==> config.mk <==
export PLATFORM = sky130hd
export DESIGN_NAME = mem_stage_lsu
export DESIGN_NICKNAME = d
export VERILOG_FILES = /design/src/rtl/mem_stage_lsu.sv
export SDC_FILE = /design/constraint.sdc
export NUM_CORES = 1
export LEC_CHECK = 0
export CORE_AREA = 2 2 124 126
export CTS_CLUSTER_SIZE = 24
export DETAILED_ROUTE_END_ITERATION = 6
export DIE_AREA = 0 0 126 128
export DONT_BUFFER_PORTS = 1
export GPL_TIMING_DRIVEN = 0
export SYNTH_ARGS = -nofsm -noshare
export SYNTH_HDL_FRONTEND = slang
export SYNTH_SLANG_ARGS = --single-unit
==> constraint.sdc <==
create_clock -name clk -period 8.29 [get_ports clk]
set_clock_uncertainty 0.05 [all_clocks]
set_input_delay 2.487 -clock clk [delete_from_list [all_inputs] [get_ports clk]]
set_output_delay 2.487 -clock clk [all_outputs]
set_load 0.02 [all_outputs]
==> src/rtl/mem_stage_lsu.sv <==
// -----------------------------------------------------------------------------
// mem_stage_lsu
// MEM stage of the pipeline: issues data-memory requests for loads and
// stores, holds the pipeline while the memory handshake is outstanding, and
// owns the MEM/WB pipeline register.
//
// Ports
//   clk, rst_n                 clock, asynchronous active-low reset
//   MEM_in*                    instruction fields presented by EX/MEM
//   DM_req/we/addr/be/wdata    request channel to data memory
//   DM_gnt                     request accepted this cycle
//   DM_rvalid/DM_rdata         read response (only honoured in WAIT)
//   MEM_outSTALL               upstream must hold MEM_in* stable while high
//   MEM_outMISALIGN            one-cycle pulse after a misaligned access
//   WB_out*                    MEM/WB register contents
//   o_dbg_state                current FSM state (IDLE=0, REQ=1, WAIT=2)
//
// Handshake: a request is transferred on a rising edge where DM_req and
// DM_gnt are both high; until then DM_addr/we/be/wdata stay stable. A read
// response is transferred on a rising edge where the FSM is in WAIT and
// DM_rvalid is high; DM_rvalid in any other state is ignored.
// -----------------------------------------------------------------------------
module mem_stage_lsu (
  input  logic        clk,
  input  logic        rst_n,
  input  logic        MEM_invalid,
  input  logic        MEM_inMEMREAD,
  input  logic        MEM_inMEMWRITE,
  input  logic [1:0]  MEM_inSIZE,
  input  logic        MEM_insignLW,
  input  logic [31:0] MEM_inaddANS,
  input  logic [31:0] MEM_inSTOREDATA,
  input  logic        MEM_inMEMTOREG,
  input  logic        MEM_inLINKSIG,
  input  logic [31:0] MEM_inALINKPC,
  output logic        DM_req,
  output logic        DM_we,
  output logic [31:0] DM_addr,
  output logic [3:0]  DM_be,
  output logic [31:0] DM_wdata,
  input  logic        DM_gnt,
  input  logic        DM_rvalid,
  input  logic [31:0] DM_rdata,
  output logic        MEM_outSTALL,
  output logic        MEM_outMISALIGN,
  output logic        WB_outvalid,
  output logic [31:0] WB_outfromplw,
  output logic [1:0]  WB_outLASTSIZE,
  output logic        WB_outsignLW,
  output logic [31:0] WB_outpaddANS,
  output logic        WB_outMEMTOREG,
  output logic [31:0] WB_outALINKPC,
  output logic        WB_outLINKSIG,
  output logic [1:0]  o_dbg_state
);

  typedef enum logic [1:0] {S_IDLE = 2'd0, S_REQ = 2'd1, S_WAIT = 2'd2} state_t;

  state_t      r_state, w_next;
  logic        w_is_mem, w_is_load, w_is_store, w_is_half, w_is_byte;
  logic        w_misalign, w_aligned_op;
  logic        w_req, w_stall, w_retire;
  logic [3:0]  w_be;
  logic [31:0] w_wdata, w_load_data;

  logic        r_misalign, r_wb_valid, r_wb_signlw, r_wb_memtoreg, r_wb_linksig;
  logic [31:0] r_wb_fromplw, r_wb_paddans, r_wb_alinkpc;
  logic [1:0]  r_wb_lastsize;

  // READ wins when both READ and WRITE are set.
  assign w_is_mem     = MEM_invalid & (MEM_inMEMREAD | MEM_inMEMWRITE);
  assign w_is_load    = MEM_inMEMREAD;
  assign w_is_store   = MEM_inMEMWRITE & ~MEM_inMEMREAD;
  assign w_is_half    = (MEM_inSIZE == 2'b01);
  assign w_is_byte    = (MEM_inSIZE == 2'b10);
  // Size 11 is handled as a word access everywhere.
  assign w_misalign   = w_is_mem &
                        ((w_is_half & MEM_inaddANS[0]) |
                         (~w_is_half & ~w_is_byte & (MEM_inaddANS[1:0] != 2'b00)));
  assign w_aligned_op = w_is_mem & ~w_misalign;

  always_comb begin
    w_be    = 4'b1111;
    w_wdata = MEM_inSTOREDATA;
    if (w_is_half) begin
      w_be    = MEM_inaddANS[1] ? 4'b1100 : 4'b0011;
      w_wdata = {2{MEM_inSTOREDATA[15:0]}};
    end else if (w_is_byte) begin
      w_be    = 4'b0001 << MEM_inaddANS[1:0];
      w_wdata = {4{MEM_inSTOREDATA[7:0]}};
    end
  end

  // Lane shift only; sign/size extraction happens in WB.
  assign w_load_data = DM_rdata >> {MEM_inaddANS[1:0], 3'b000};

  always_ff @(posedge clk or negedge rst_n) begin
    if (!rst_n) r_state <= S_IDLE;
    else        r_state <= w_next;
  end

  always_comb begin
    w_next   = r_state;
    w_req    = 1'b0;
    w_stall  = 1'b0;
    w_retire = 1'b0;
    case (r_state)
      S_IDLE, S_REQ: begin
        if (r_state == S_REQ || w_aligned_op) begin
          w_req = 1'b1;
          if (!DM_gnt) begin
            w_next  = S_REQ;
            w_stall = 1'b1;
          end else if (w_is_load) begin
            w_next  = S_WAIT;
            w_stall = 1'b1;
          end else begin
            w_next   = S_IDLE;
            w_retire = 1'b1;
          end
        end else if (MEM_invalid && !w_is_mem) begin
          w_retire = 1'b1;
        end
      end
      S_WAIT: begin
        if (DM_rvalid) begin
          w_next   = S_IDLE;
          w_retire = 1'b1;
        end else begin
          w_stall = 1'b1;
        end
      end
      default: w_next = S_IDLE;
    endcase
  end

  // Reset gates the combinational outputs so they drop the moment rst_n falls.
  assign DM_req       = w_req & rst_n;
  assign DM_we        = DM_req & w_is_store;
  assign DM_addr      = DM_req ? {MEM_inaddANS[31:2], 2'b00} : 32'd0;
  assign DM_be        = DM_req ? w_be : 4'd0;
  assign DM_wdata     = DM_req ? w_wdata : 32'd0;
  assign MEM_outSTALL = w_stall & rst_n;
  assign o_dbg_state  = r_state;

  always_ff @(posedge clk or negedge rst_n) begin
    if (!rst_n) begin
      r_misalign    <= 1'b0;
      r_wb_valid    <= 1'b0;
      r_wb_fromplw  <= 32'd0;
      r_wb_lastsize <= 2'd0;
      r_wb_signlw   <= 1'b0;
      r_wb_paddans  <= 32'd0;
      r_wb_memtoreg <= 1'b0;
      r_wb_alinkpc  <= 32'd0;
      r_wb_linksig  <= 1'b0;
    end else begin
      r_misalign <= (r_state == S_IDLE) & w_misalign;
      if (w_retire) begin
        r_wb_valid    <= 1'b1;
        // Only a retirement out of WAIT is a load with data.
        r_wb_fromplw  <= (r_state == S_WAIT) ? w_load_data : 32'd0;
        r_wb_lastsize <= MEM_inSIZE;
        r_wb_signlw   <= MEM_insignLW;
        r_wb_paddans  <= MEM_inaddANS;
        r_wb_memtoreg <= MEM_inMEMTOREG;
        r_wb_alinkpc  <= MEM_inALINKPC;
        r_wb_linksig  <= MEM_inLINKSIG;
      end else begin
        r_wb_valid    <= 1'b0;
        r_wb_memtoreg <= 1'b0;
        r_wb_linksig  <= 1'b0;
      end
    end
  end

  assign MEM_outMISALIGN = r_misalign;
  assign WB_outvalid     = r_wb_valid;
  assign WB_outfromplw   = r_wb_fromplw;
  assign WB_outLASTSIZE  = r_wb_lastsize;
  assign WB_outsignLW    = r_wb_signlw;
  assign WB_outpaddANS   = r_wb_paddans;
  assign WB_outMEMTOREG  = r_wb_memtoreg;
  assign WB_outALINKPC   = r_wb_alinkpc;
  assign WB_outLINKSIG   = r_wb_linksig;

endmodule

==> results of run 1 <==
[power by group through the flow]
stage	clock, W	sequential [W]	combinational [W]
after CTS	0.000452	0.000919	0.000363
after floorplan	0	0.000888	0.000316
final	0.000439	0.000916	0.000361
after global routing	0.000475	0.000932	0.000386
after detailed placement	0	0.000925	0.000362
after global placement	0	0.000925	0.000351
[path summary, 6_finish.rpt]
kind | end | start | depth (start not counted) | slack [ns]
max in group asynchronous | WB_outfromplw[0] | rst_n | 0 | 6.24
setup / recovery | DM_wdata[0] | MEM_inSIZE[0] | 8 | 1.23
hold / removal | WB_outfromplw[27] | WB_outfromplw[27] | 2 | 0.59
min in group asynchronous | WB_outALINKPC[25] | rst_n | 0 | 1.78
hold reg to reg | WB_outfromplw[27] | WB_outfromplw[27] | 2 | 0.59
setup reg to reg | WB_outfromplw[9] | o_dbg_state[0] | 5 | 5.93
[state kept, by name, indices dropped and copies added (netlist names)]
name             cells
o_dbg_state          2
WB_outfromplw       32
WB_outALINKPC       32
WB_outvalid          1
WB_outpaddANS       32
MEM_outMISALIGN      1
WB_outsignLW         1
WB_outLASTSIZE       2
WB_outMEMTOREG       1
WB_outLINKSIG        1
[final cells by class]
class | instances | area share (%)
clock buffer | 12 | 4.15
multi-input combinational | 325 | 44.5
sequential | 105 | 42.5
inverter | 14 | 0.851
buffer | 35 | 3.38
tap | 188 | 3.81
clock inverter | 3 | 0.770
[Yosys cell counts, drive strengths merged]
master	number
dfrtp	105
a41oi	1
inv	14
a2bb2oi	8
o21bai	1
o22a	1
conb	1
or3b	1
clkbuf	11
nor2b	13
o22ai	1
o21ai	4
or2	3
ha	2
nor3b	2
buf	24
nand2b	1
a21oi	20
a222oi	1
mux2	91
and2	40
and3	1
nand2	29
a211oi	16
mux2i	40
nor2	47
[layout by cell type (no fill, tap or decap)]
master,instances
a211oi_1,16
a21oi_1,20
a222oi_1,1
a2bb2oi_1,8
a41oi_2,1
and2_1,40
and3_1,1
buf_1,4
buf_2,10
buf_4,3
buf_6,7
bufinv_16,1
clkbuf_1,11
clkbuf_16,9
clkbuf_2,1
clkbuf_8,2
conb_1,2
dfrtp_1,105
ha_1,2
inv_1,14
inv_6,2
mux2_2,22
mux2_4,69
mux2i_1,40
nand2_1,29
nand2b_1,1
nor2_1,47
nor2b_1,13
nor3b_1,2
o21ai_0,2
o21ai_1,2
o21bai_1,1
o22a_1,1
o22ai_1,1
or2_2,3
or3b_2,1
[logic make-up after synthesis]
family | count (synthesis) | synth area share, %
buffers and inverters | 49 | 4.64
other | 1 | 0.0666
AO/OA/AOI/OAI | 53 | 6.38
adder cells (fa/ha/maj) | 2 | 0.444
flip-flops | 105 | 46.6
multiplexers | 131 | 29.9
AND/OR/NAND/NOR | 137 | 11.9
[per-stage QoR]
stage	total power, W	setup WS [ns]	instances
floorplan	0.00120	1.59	479
global route	0.00179	1.08	682
finish	0.00172	1.23	682
detailed placement	0.00129	1.21	667
CTS	0.00173	1.21	682
global placement	0.00128	1.26	667
[critical path, cell delays in order]
cell	delay [ns]
inv_1	0.02
ha_1	0.29
o21ai_1	0.24
a41oi_2	0.20
or2_2	0.33
inv_1	0.12
clkbuf_1	0.48
and2_1	0.34
[layer usage]
metal | vias up | track usage (%) | wire [um]
met3 | 21 | 6.76 | 1460
met2 | 219 | 30.4 | 7680
met1 | 1868 | 23.5 | 6340
met5 | - | 0 | 0
li1 | 1643 | - | -
met4 | 0 | 5.24 | 300
==> impl_metrics.json, run 1 <==
{
  "status": "finished clean",
  "worstPathMaxFanout": 10,
  "fin_crit_ns": 7.06,
  "start_kind": "input port",
  "synth.distinct_cells": 32,
  "fp.coreArea_um2": 14900,
  "wirelength_um": 15800,
  "synth_seq_cells": 105,
  "synth.top_cell.area_share_pct": 46.6,
  "post-route-util_pct": 41.5,
  "rsz0062_at_grt": "false",
  "whs_ns": 0.590,
  "path_class": "in -> out",
  "max_slew_margin_pct": 53.4,
  "clk_pin_slew_worst_paths_ns": 0.07,
  "setup_viol": 0,
  "dpl_cell_area_um2": 5870,
  "p_int_w": 0.00111,
  "p_sw_w": 0.000610,
  "cts_resized": 0,
  "seq_area_frac_synth_pct": 46.6,
  "avgSynthCellArea_um2": 11.8,
  "synth_top_cell_by_area": "dfrtp_1",
  "remaining_drc_errors": 0,
  "cts.htree.levels": 3,
  "drt-initial-drc-count": 281,
  "combPwrFrac_pct": 21.0,
  "routabilityCongestion": 0.888,
  "period_share_pct": 85.1,
  "clock_latency_ns": 0.34,
  "cts_setup_buffers": 0,
  "cts_buffer_depth": 2,
  "arrival_ns": 4.52,
  "root_buffer": "clkbuf_16",
  "power_leakage_nw": 2.83,
  "fin_area_um2": 6180,
  "clock-sinks": 105,
  "cap_violations": 0,
  "timing.setup.tns_ns": 0,
  "cts_tree": "done",
  "syn_area_um2": 5630,
  "grt_pass1_wl_um": 23200,
  "pin_count": 316,
  "avgViaCountPerCell": 5.50,
  "multiInputGateArea_um2": 2750,
  "postSynthCellCount": 478,
  "p_sw_share_pct": 35.6,
  "drtPass1Iterations": 4,
  "overflow": 0,
  "drv_slew": 0,
  "hold_buffers": 0,
  "hold_viol_final": 0,
  "cts_made_buffers": 9,
  "dieWidth_um": 126,
  "vias": 3751,
  "fmax_mhz": 142,
  "end_kind": "output pin",
  "final.fill_count": 1420,
  "grt_pass1_vias": 3818,
  "grt_max_degree": 107,
  "clkPwrFrac_pct": 25.6,
  "rows": 45,
  "hpwl_um": 12000,
  "power.share.sequential_pct": 53.4,
  "die_h_um": 128,
  "synth_area_leaders": "dfrtp_1 (47%), mux2_4 (18%), mux2i_1 (7.1%)",
  "ff_latch_area_um2": 2630,
  "required_ns": 5.75,
  "ant_nets": 0,
  "routedWlPerCell_um": 23.1,
  "antenna_found_initial": 0,
  "synth-warning-count": 0,
  "power.density_nw_per_um2": 278,
  "portBuffers": 0,
  "vdd_drop_max_v": 0.000109,
  "initial_core_util_pct": 37.9,
  "synthToLayoutAreaGrowth_pct": 9.64,
  "grt_usage_pct": 18.7,
  "drive_above_1_share_pct": 26.5,
  "antenna_cells": 0,
  "hp-class": "reg -> reg",
  "worst_pin_slew_ns": 0.699,
  "dieArea_um2": 16100,
  "fin_nets": 632
}
No activity file was read; power rests on OpenSTA's default activity.
==> inputs of run 2 (changes only) <==
CORE_AREA = 2 2 123 125   (was 2 2 124 126)
CTS_CLUSTER_SIZE = 30   (was 24)
DIE_AREA = 0 0 125 127   (was 0 0 126 128)
DONT_BUFFER_PORTS = default   (was 1)
PLACE_DENSITY = 0.81   (was default)
==> run 2 against run 1 <==
Effect of this change: total power up 19%; sequential power down 21%; highest routed layer unchanged; via count up 31%; critical path depth up 3; sequential cell count unchanged.
==> impl_metrics.json, run 2 (synthesis gave the netlist of run 1 again) <==
{
  "status": "finished clean",
  "drtPass1Iterations": 5,
  "fin_crit_ns": 8.04,
  "timing.setup.tns_ns": 0,
  "r2r_cells": 5,
  "clock_latency_ns": 0.35,
  "arrival_ns": 5.51,
  "period_share_pct": 97.0,
  "drv_slew": 0,
  "ff_latch_area_um2": 2630,
  "pin_count": 316,
  "vias": 4908,
  "dieArea_um2": 15900,
  "worstPathMaxFanout": 10,
  "power_w": 0.00205,
  "remaining_drc_errors": 0,
  "hold_path_depth": 1,
  "fmax_mhz": 124,
  "cts_tree": "done",
  "cts_made_buffers": 9,
  "cts_resized": 0,
  "fin_nets": 946,
  "hold_buffers": 0,
  "setup_viol": 0,
  "hold_viol_final": 0,
  "end_kind": "output pin",
  "path_class": "in -> out",
  "antenna_cells": 0,
  "die_h_um": 127,
  "required_ns": 5.75,
  "final.fill_count": 1114,
  "cts_buffer_depth": 2,
  "hpwl_um": 15200,
  "p_int_w": 0.00136,
  "cap_violations": 0,
  "start_kind": "input port",
  "p_sw_w": 0.000683,
  "cts.htree.levels": 3,
  "routabilityCongestion": 0.914,
  "power.density_nw_per_um2": 221,
  "hold_start": "WB_outpaddANS[20]",
  "wirelength_um": 19200,
  "grt_max_degree": 68,
  "rrSetupSlack_ns": 6.24,
  "final_common_cell": "clkdlybuf4s50_1",
  "initial_core_util_pct": 39.1,
  "drt-initial-drc-count": 255,
  "clkPwrFrac_pct": 18.8,
  "rsz0062_at_grt": "false",
  "avgViaCountPerCell": 4.95,
  "multiInputGateArea_um2": 2750,
  "layout_common_cells": "clkdlybuf4s50_1 (312), dfrtp_1 (105), mux2_4 (69)",
  "portBuffers": 313,
  "overflow": 0,
  "routedWlPerCell_um": 19.4,
  "max_slew_margin_pct": 59.1,
  "vdd_drop_max_v": 0.000185,
  "r2r-end": "WB_outfromplw[12]",
  "grt_pass1_vias": 5201,
  "fp.coreArea_um2": 14400,
  "clk_pin_slew_worst_paths_ns": 0.07,
  "rows": 44,
  "synthToLayoutAreaGrowth_pct": 64.7,
  "hold_path_end": "WB_outpaddANS[20]",
  "clock-sinks": 105,
  "grt_pass1_wl_um": 29700,
  "ant_nets": 0,
  "root_buffer": "clkbuf_16",
  "antenna_found_initial": 0,
  "hp-class": "reg -> reg",
  "drive_above_1_share_pct": 16.2,
  "dieWidth_um": 125,
  "worst_pin_slew_ns": 0.614,
  "combPwrFrac_pct": 45.9,
  "cts_setup_buffers": 0,
  "power.share.sequential_pct": 35.3,
  "p_sw_share_pct": 33.4,
  "reg2reg_from": "o_dbg_state[0]",
  "power_leakage_nw": 3.99,
  "grt_usage_pct": 24.1
}
==> run 2: changes by cell type in the layout (fill, tap and decap cells not counted) <==
cell             before  now
clkdlybuf4s50_1       0  312
clkbuf_8              2    0
clkinvlp_4            0    2
inv_6                 2    0
buf_16                0    1
buf_4                 3    4
bufinv_16             1    0
clkbuf_1             11   12
clkinv_2              0    1
==> run 2: how the worst max path moves through the flow <==
| stage | startpoint | to | slack [ns] | cells after the start |
|---|---|---|---|---|
| floorplan | MEM_inSIZE[0] | DM_addr[30] | 1.59 | 8 |
| global route | MEM_inSIZE[0] | DM_addr[23] | 0.04 | 11 |
| global placement | rst_n | DM_addr[20] | -2.69 | 8 |
| CTS | MEM_inSIZE[0] | DM_addr[20] | 0.22 | 11 |
| finish | MEM_inSIZE[0] | DM_addr[20] | 0.25 | 11 |
| detailed placement | MEM_inSIZE[0] | DM_addr[20] | 0.24 | 11 |
==> run 2: cell type report <==
class                   instances  area share [%]
plain buffers                  35            2.25
clock buffers                  11            2.51
clock inverters                 3           0.216
inverters                      14           0.566
multi-input cells             325            29.6
flip-flops and latches        105            28.3
well taps                     184            2.48
repair buffers                314            34.0
==> run 2: per-layer routing <==
metal / vias to the layer above / GRT usage (%) / part of all wire, %
met1: 2376 / 30.1 / 41
met4: 0 / 6.14 / 1.8
met2: 229 / 40.3 / 50
li1: 2281 / - / -
met3: 22 / 8.08 / 7.5
met5: - / 0 / 0
==> run 2: power groups by stage <==
| stage | Sequential (W) | Clock [W] | Combinational, W |
|---|---|---|---|
| detailed placement | 0.000728 | 0 | 0.000940 |
| global placement | 0.000723 | 0 | 0.000930 |
| global route | 0.000740 | 0.000420 | 0.000988 |
| floorplan | 0.000888 | 0 | 0.000316 |
| CTS | 0.000723 | 0.000396 | 0.000947 |
| finish | 0.000722 | 0.000385 | 0.000940 |
==> run 2: per-stage QoR <==
step	hold slack [ns]	instance area, um2	util [%]	setup slack, ns	std cells
finish	0.460	9280	64.3	0.246	991
global route	0.473	9280	64.3	0.0419	991
floorplan	0.555	5640	-	1.59	479
global placement	0.440	9000	62.4	-2.69	976
detailed placement	0.442	9020	62.6	0.238	977
CTS	0.461	9280	64.3	0.218	991
==> run 2: critical path, cell delays in order <==
cell             delay [ns]
clkdlybuf4s50_1        0.51
inv_1                  0.05
ha_1                   0.30
o21ai_1                0.22
a41oi_2                0.19
or2_2                  0.33
inv_1                  0.12
buf_2                  0.27
clkbuf_2               0.23
and2_1                 0.18
clkdlybuf4s50_1        0.61
